$ cat src/rtl/instr_fetch.sv
// Instruction fetch unit: program memory plus a PC walker that offers one word at a
// time to the decoder and paces issue against the decoder's ready/busy status.
//
// state    | meaning
// ---------+---------------------------------------------------------------
// IDLE     | after reset, waiting for start; program writes allowed
// FETCH    | registered memory read of mem[pc]
// ISSUE    | word offered (strobe high), waiting for decoder ready->busy edge
// ACCEPT   | decoder owns the word, waiting for it to return to ready
// COMPLETE | count the instruction, advance pc or finish
// DONE     | run finished normally; program writes / restart allowed
// ERROR    | decoder handshake timed out; program writes / restart allowed
module instr_fetch #(
    parameter int          DEPTH     = 64,
    parameter int          AW        = 6,
    parameter logic [31:0] HALT_WORD = 32'h00000073,
    parameter int          TIMEOUT   = 255
) (
    input  logic          cpu_clk,
    input  logic          cpu_rst,
    input  logic          prog_we,
    input  logic [AW-1:0] prog_addr,
    input  logic [31:0]   prog_wdata,
    input  logic [AW:0]   prog_len,
    input  logic          start,
    input  logic          decoder_rdy_bsy,
    output logic [31:0]   cpu_instruction,
    output logic          instruction_RDY_BSY,
    output logic [AW-1:0] pc,
    output logic          running,
    output logic          done,
    output logic          timeout_err,
    output logic [15:0]   issued_count
);

    localparam int WW = $clog2(TIMEOUT + 1);

    typedef enum logic [2:0] {
        S_IDLE,
        S_FETCH,
        S_ISSUE,
        S_ACCEPT,
        S_COMPLETE,
        S_DONE,
        S_ERROR
    } state_t;

    state_t        state, state_next;
    logic [31:0]   mem [DEPTH];
    logic [AW:0]   len_q;
    logic [WW-1:0] wait_cnt;
    logic          armed;
    logic          idle_like;
    logic          take;
    logic          wait_exp;
    logic          last_word;

    assign idle_like = (state == S_IDLE) || (state == S_DONE) || (state == S_ERROR);
    // A fall only counts as acceptance once ready has been observed during this offer.
    assign take      = (state == S_ISSUE) && armed && !decoder_rdy_bsy;
    assign wait_exp  = (wait_cnt == WW'(TIMEOUT - 1));
    assign last_word = (cpu_instruction == HALT_WORD) ||
                       ((AW+1)'(pc) + (AW+1)'(1) == len_q);

    always_ff @(posedge cpu_clk or posedge cpu_rst) begin
        if (cpu_rst) begin
            state <= S_IDLE;
        end else begin
            state <= state_next;
        end
    end

    always_comb begin
        state_next = state;
        case (state)
            S_IDLE, S_DONE, S_ERROR: begin
                if (start) state_next = S_FETCH;
            end
            S_FETCH: state_next = S_ISSUE;
            S_ISSUE: begin
                if (take)          state_next = S_ACCEPT;
                else if (wait_exp) state_next = S_ERROR;
            end
            S_ACCEPT: begin
                if (decoder_rdy_bsy) state_next = S_COMPLETE;
                else if (wait_exp)   state_next = S_ERROR;
            end
            S_COMPLETE: state_next = last_word ? S_DONE : S_FETCH;
            default: state_next = S_IDLE;
        endcase
    end

    always_comb begin
        instruction_RDY_BSY = (state == S_ISSUE);
        running             = (state == S_ISSUE) || (state == S_ACCEPT) || (state == S_COMPLETE);
        done                = (state == S_DONE);
        timeout_err         = (state == S_ERROR);
    end

    always_ff @(posedge cpu_clk) begin
        if (prog_we && idle_like) begin
            mem[prog_addr] <= prog_wdata;
        end
    end

    always_ff @(posedge cpu_clk or posedge cpu_rst) begin
        if (cpu_rst) begin
            pc              <= '0;
            cpu_instruction <= '0;
            issued_count    <= '0;
            len_q           <= '0;
            wait_cnt        <= '0;
            armed           <= 1'b0;
        end else begin
            if (state_next != state) begin
                wait_cnt <= '0;
            end else if (state == S_ISSUE || state == S_ACCEPT) begin
                wait_cnt <= wait_cnt + WW'(1);
            end

            case (state)
                S_IDLE, S_DONE, S_ERROR: begin
                    if (start) begin
                        len_q        <= (prog_len == '0) ? (AW+1)'(DEPTH) : prog_len;
                        pc           <= '0;
                        issued_count <= '0;
                    end
                end
                S_FETCH: begin
                    cpu_instruction <= mem[pc];
                    armed           <= decoder_rdy_bsy;
                end
                S_ISSUE: begin
                    armed <= armed | decoder_rdy_bsy;
                end
                S_COMPLETE: begin
                    if (issued_count != 16'hFFFF) issued_count <= issued_count + 16'd1;
                    if (!last_word) pc <= pc + AW'(1);
                end
                default: ;
            endcase
        end
    end

endmodule

$ cat config.mk
export PLATFORM = sky130hd
export DESIGN_NAME = instr_fetch
export DESIGN_NICKNAME = d
export VERILOG_FILES = /design/src/rtl/instr_fetch.sv
export SDC_FILE = /design/constraint.sdc
export NUM_CORES = 2
export LEC_CHECK = 0
export BUFFER_PORTS_ARGS = -buffer_cell sky130_fd_sc_hd__buf_2
export CORE_MARGIN = 3
export CORE_UTILIZATION = 41
export DETAILED_ROUTE_END_ITERATION = 7
export HOLD_SLACK_MARGIN = 0.15
export SKIP_CTS_REPAIR_TIMING = 1
export SLEW_MARGIN = 20
export SYNTH_ARGS = -nofsm -noshare
export SYNTH_HDL_FRONTEND = slang
export SYNTH_SLANG_ARGS = --single-unit
$ cat constraint.sdc
create_clock -name cpu_clk -period 4.6 [get_ports cpu_clk]
set_input_delay 0.92 -clock cpu_clk [delete_from_list [all_inputs] [get_ports cpu_clk]]
set_output_delay 0.92 -clock cpu_clk [all_outputs]
set_load 0.005 [all_outputs]
[After elaboration in Yosys (flattened, before gate mapping)]
Memories as Yosys holds them, arrays and structs flattened. A register that Yosys moved wholly into a read port is not among the register bits.
Cells that the tools add are included.
Operators by class
  add/sub/neg operators: 4
  equal/unequal tests: 14
  multiplexer cells: 18
  bitwise logic cells: 1
  reduce and logical (&&, ||, !) cells: 18
Operators with widths (count)
  $eq A32 B7 Y1 const B: 1
  $mux W16: 2
  $pmux W16 S2: 1
  $add A16 B1 Y16 const B: 1
  $mux W8: 2
  $ne A16 B16 Y1 const B: 1
  $mux W3: 5
  $pmux W3 S5: 1
  $mux W6: 2
  $pmux W6 S2: 1
  $eq A3 B3 Y1 const B: 3
  $add A8 B1 Y8 const B: 1
  $eq A8 B8 Y1 const B: 1
  $add A6 B1 Y7 const B: 1
  $eq A7 B7 Y1: 1
  $logic_not A7 Y1: 1
  $mux W7: 1
  $add A6 B1 Y6 const B: 1
  $eq A3 B2 Y1 const B: 2
  $reduce_and A3 Y1: 2
  $reduce_bool A2 Y1: 3
  $logic_or A1 B1 Y1: 5
  $ne A2 B2 Y1 const B: 2
  $eq A3 B1 Y1 const B: 1
  other kinds (10): 13
Word-level totals
  register bits after elaboration: 41
  bits in writable memories: 2048
  bits of input ports: 50
  output and inout bits: 58
  word-level logic and storage cells: 62
  memories kept: 1
Memories
  mem: depth 64, width 32, read ports 1, clocked after Yosys merged registers in 1, write ports 1, RTL line 49  | logic [31:0] mem [DEPTH];

[Depth between registers and ports, before layout]
  word-level depth: 7
  gate-level depth with buffers: 11
  mapped depth without buffers: 8

[Worst setup path before layout]
Ideal clock, no wire load.
  kind: input port to flip-flop
  start: input port prog_addr[5]
  end: memory mem[38][0], enable pin
  setup time: 421 ps
  data arrival time: 3129 ps
  required time: 4179 ps
  setup slack: 1050 ps
  cell stages on the path: 4
  path buffers: 2
  path through: clkbuf_1 > or3b_2 > buf_1 > nor2_1
RTL lines
  start: declaration: RTL line 22  | input logic [AW-1:0] prog_addr,
  end: declaration: RTL line 49
Straight into the memory's write port.

==> impl_metrics.ini <==
[outcome]
status = finished clean

[sta]
hold_viol = 0
fin_crit_ps = 3590
post-route-period-util = 0.780
whs_ps = 162
setup_viol = 0
drv_slew = 0
fmax_mhz = 279
finalSetupTns_ps = 0
rsz0062_at_grt = false
skew_ps = 60.9
tightest_slew_ps = 1160
slew-limit-headroom = 0.228

[worst_setup_path]
reg2reg_setup_slack_ps = 1010
crit_top_cell = mux4_2
worstPathRequired_ps = 5280
path_buf_inv = 2
ff2ff_path_depth = 6
slowest_delay_ps = 870
cp_cell_sequence = buf_12, buf_4, mux4_2, mux4_2, a22oi_1, nand3_1
critPathCaptureType = flop
path_delay_family = multiplexers
crit_fanout = 30
arrival_ps = 4270
reg2reg_to = cpu_instruction[25]
worstSetupStartpointType = flop
cpMaxStageDelayCell = dfrtp_4
worstSetupPathType = reg2reg
timing.rr.start = pc[0]

[synthesis]
synth-seq-cells = 2121
ys_warn_count = 0
synth_area_sq_um = 81500
synthDistinctLibCells = 52
async_flop_share = 0.0344
netlist_instances = 3847
ys_seq_area_frac = 0.777
dominantRegCellSynth = edfxtp_1
synth_edf_count = 2048
avgSynthCellArea_sq_um = 21.2
syn-num-nets = 3901

[drt]
dr.pass1.iters = 5
viasPerCell = 5.76
wl_per_cell_um = 30.1
drt_iter0_drc = 4997
ant_nets = 0
finalWirelength_mm = 209
num_vias = 39900
drc = 0

[power]
ir_drop_mv = 0.465
p_per_area_nw_per_um2 = 492
leakage_nw = 28.1

[placed_design]
io_buffers = 107
gp_congestion = 0.844
hpwl_mm = 129

[die]
core_sq_um = 196000
start_util = 0.415
die_x_um = 452
dieHeight_um = 452
num_rows = 162
dieArea_sq_um = 204000
pin_count = 108

[layout]
drive_gt1_frac = 0.258
final_nets = 4175
layout_common_cells = edfxtp_1, mux4_2, mux2i_1, clkbuf_16, nand2_1
final_common_cell = edfxtp_1
fillCellCount = 16200
area_growth_pct = 14.4

[grt]
grtUsageTotal = 0.204
grt_max_degree = 67
antenna_found_initial = 29
overflow = 0
grt_pass1_wl_mm = 298
grt_pass1_vias = 39200

[clock_network]
cts_root_buf = clkbuf_16
ctsLongestPathBuffers = 3
cts_buffers = 208
cts.clk_slew.worst_paths_ps = 60
htree_levels = 4
clock-sinks = 2121
insertion_delay_ps = 850
cts_tree = yes

[job]
drv_cap = 0

[hold_path]
hold_path.class = in2async
==> synth_stat cells, types with 2 or more instances <==
| cell | number | area share |
|---|---|---|
| and3b_1 | 2 | 0.00022 |
| xnor2_1 | 22 | 0.0024 |
| nand4_1 | 38 | 0.0029 |
| buf_1 | 19 | 0.00088 |
| nand3_2 | 2 | 0.00025 |
| buf_4 | 17 | 0.0016 |
| o21ai_0 | 7 | 0.00043 |
| nor4_1 | 13 | 0.0010 |
| nor2b_1 | 6 | 0.00046 |
| xor2_1 | 8 | 0.00086 |
| inv_1 | 8 | 0.00037 |
| o31ai_1 | 6 | 0.00055 |
| nor2_1 | 97 | 0.0045 |
| a211oi_1 | 6 | 0.00055 |
| and4_1 | 2 | 0.00022 |
| clkbuf_1 | 101 | 0.0047 |
| nand2b_1 | 4 | 0.00031 |
| edfxtp_1 | 2048 | 0.76 |
| buf_2 | 73 | 0.0045 |
| or3_1 | 6 | 0.00046 |
| or4_1 | 3 | 0.00028 |
| a22oi_1 | 160 | 0.015 |
| nand2_1 | 190 | 0.0088 |
| nor3_1 | 8 | 0.00049 |
| mux2i_1 | 262 | 0.032 |
| a21oi_1 | 71 | 0.0044 |
| nand3b_1 | 3 | 0.00028 |
| ha_1 | 4 | 0.00061 |
| mux4_2 | 448 | 0.12 |
| o21bai_1 | 2 | 0.00018 |
| nand3_1 | 108 | 0.0066 |
| and2_1 | 2 | 0.00015 |
| and3_1 | 4 | 0.00031 |
| dfrtp_1 | 73 | 0.022 |
| nor3b_1 | 7 | 0.00065 |
==> metal layers <==
metal / vias to the layer above / GRT usage / part of all wire
li1: 16600 / - / -
met1: 21400 / 0.295 / 0.42
met2: 1586 / 0.317 / 0.47
met3: 309 / 0.0384 / 0.077
met4: 12 / 0.0601 / 0.029
met5: - / 0 / 0.00038
==> per-stage QoR <==
step	cells	power [mW]	utilization	setup WS, ps	cell area [sq um]
floorplan	3847	26.5	-	1050	81500
global placement	6534	29.4	0.440	929	86400
detailed placement	6535	29.5	0.440	929	86400
CTS	6924	46.3	0.475	883	93200
global route	6927	47.4	0.475	791	93200
finish	6932	45.9	0.475	1010	93200
==> cells by family (layout without fill, tap and decap cells) <==
family                     count (synthesis)  count (layout)  synth area share
AOI/OAI and AO/OA                        262             262            0.0221
xor gates and xnor gates                  30              30           0.00323
adders and majority gates                  4               4          0.000614
buffers and inverters                    219             672            0.0121
DFF                                     2121            2121             0.777
muxes                                    710             710             0.156
other                                      0               8                 0
and+or+nand+nor                          501             501            0.0285
==> worst reg2reg max path: cells and delay by family (launching register included) <==
| family | cells | cell delay (ps) |
|---|---|---|
| mux | 2 | 1070 |
| buf+inv | 2 | 780 |
| flops | 1 | 870 |
| compound gates | 1 | 550 |
| simple gates | 1 | 160 |
==> flip-flops by register name (all words and copies together) (netlist names) <==
| name | flops |
|---|---|
| armed | 1 |
| cpu_instruction | 32 |
| issued_count | 16 |
| len_q | 7 |
| mem | 2048 |
| pc | 6 |
| state | 3 |
| wait_cnt | 8 |
==> how the worst max path moves through the flow <==
stage | slack [ps] | end | cells past startpoint | start
2_1_floorplan | 1050 | mem[38][0] | 4 | prog_addr[5]
3_3_place_gp | 930 | cpu_instruction[25] | 6 | pc[0]
3_5_place_dp | 930 | cpu_instruction[25] | 6 | pc[0]
4_1_cts | 880 | cpu_instruction[25] | 6 | pc[0]
5_1_grt | 790 | mem[9][30] | 6 | state[2]
6_report | 1010 | cpu_instruction[25] | 6 | pc[0]
==> cell type report <==
class | instances | area (sq um) | area share
clock inverters | 132 | 1360 | 0.0146
clock buffers | 257 | 5410 | 0.0580
multi-input cells | 1507 | 17700 | 0.190
well taps | 2624 | 3280 | 0.0352
repair buffers | 275 | 2060 | 0.0221
inverters | 8 | 31.3 | 0.000336
diodes | 8 | 20.0 | 0.000215
flip-flops and latches | 2121 | 63300 | 0.680
==> where the power goes <==
group	switching, mW	leakage (nW)	internal (mW)
Clock	7.24	3.30	9.62
Combinational	3.97	5.47	2.92
Sequential	0.612	19.3	21.5
Total	11.8	28.1	34.0
(Power assumes the default switching activity.)
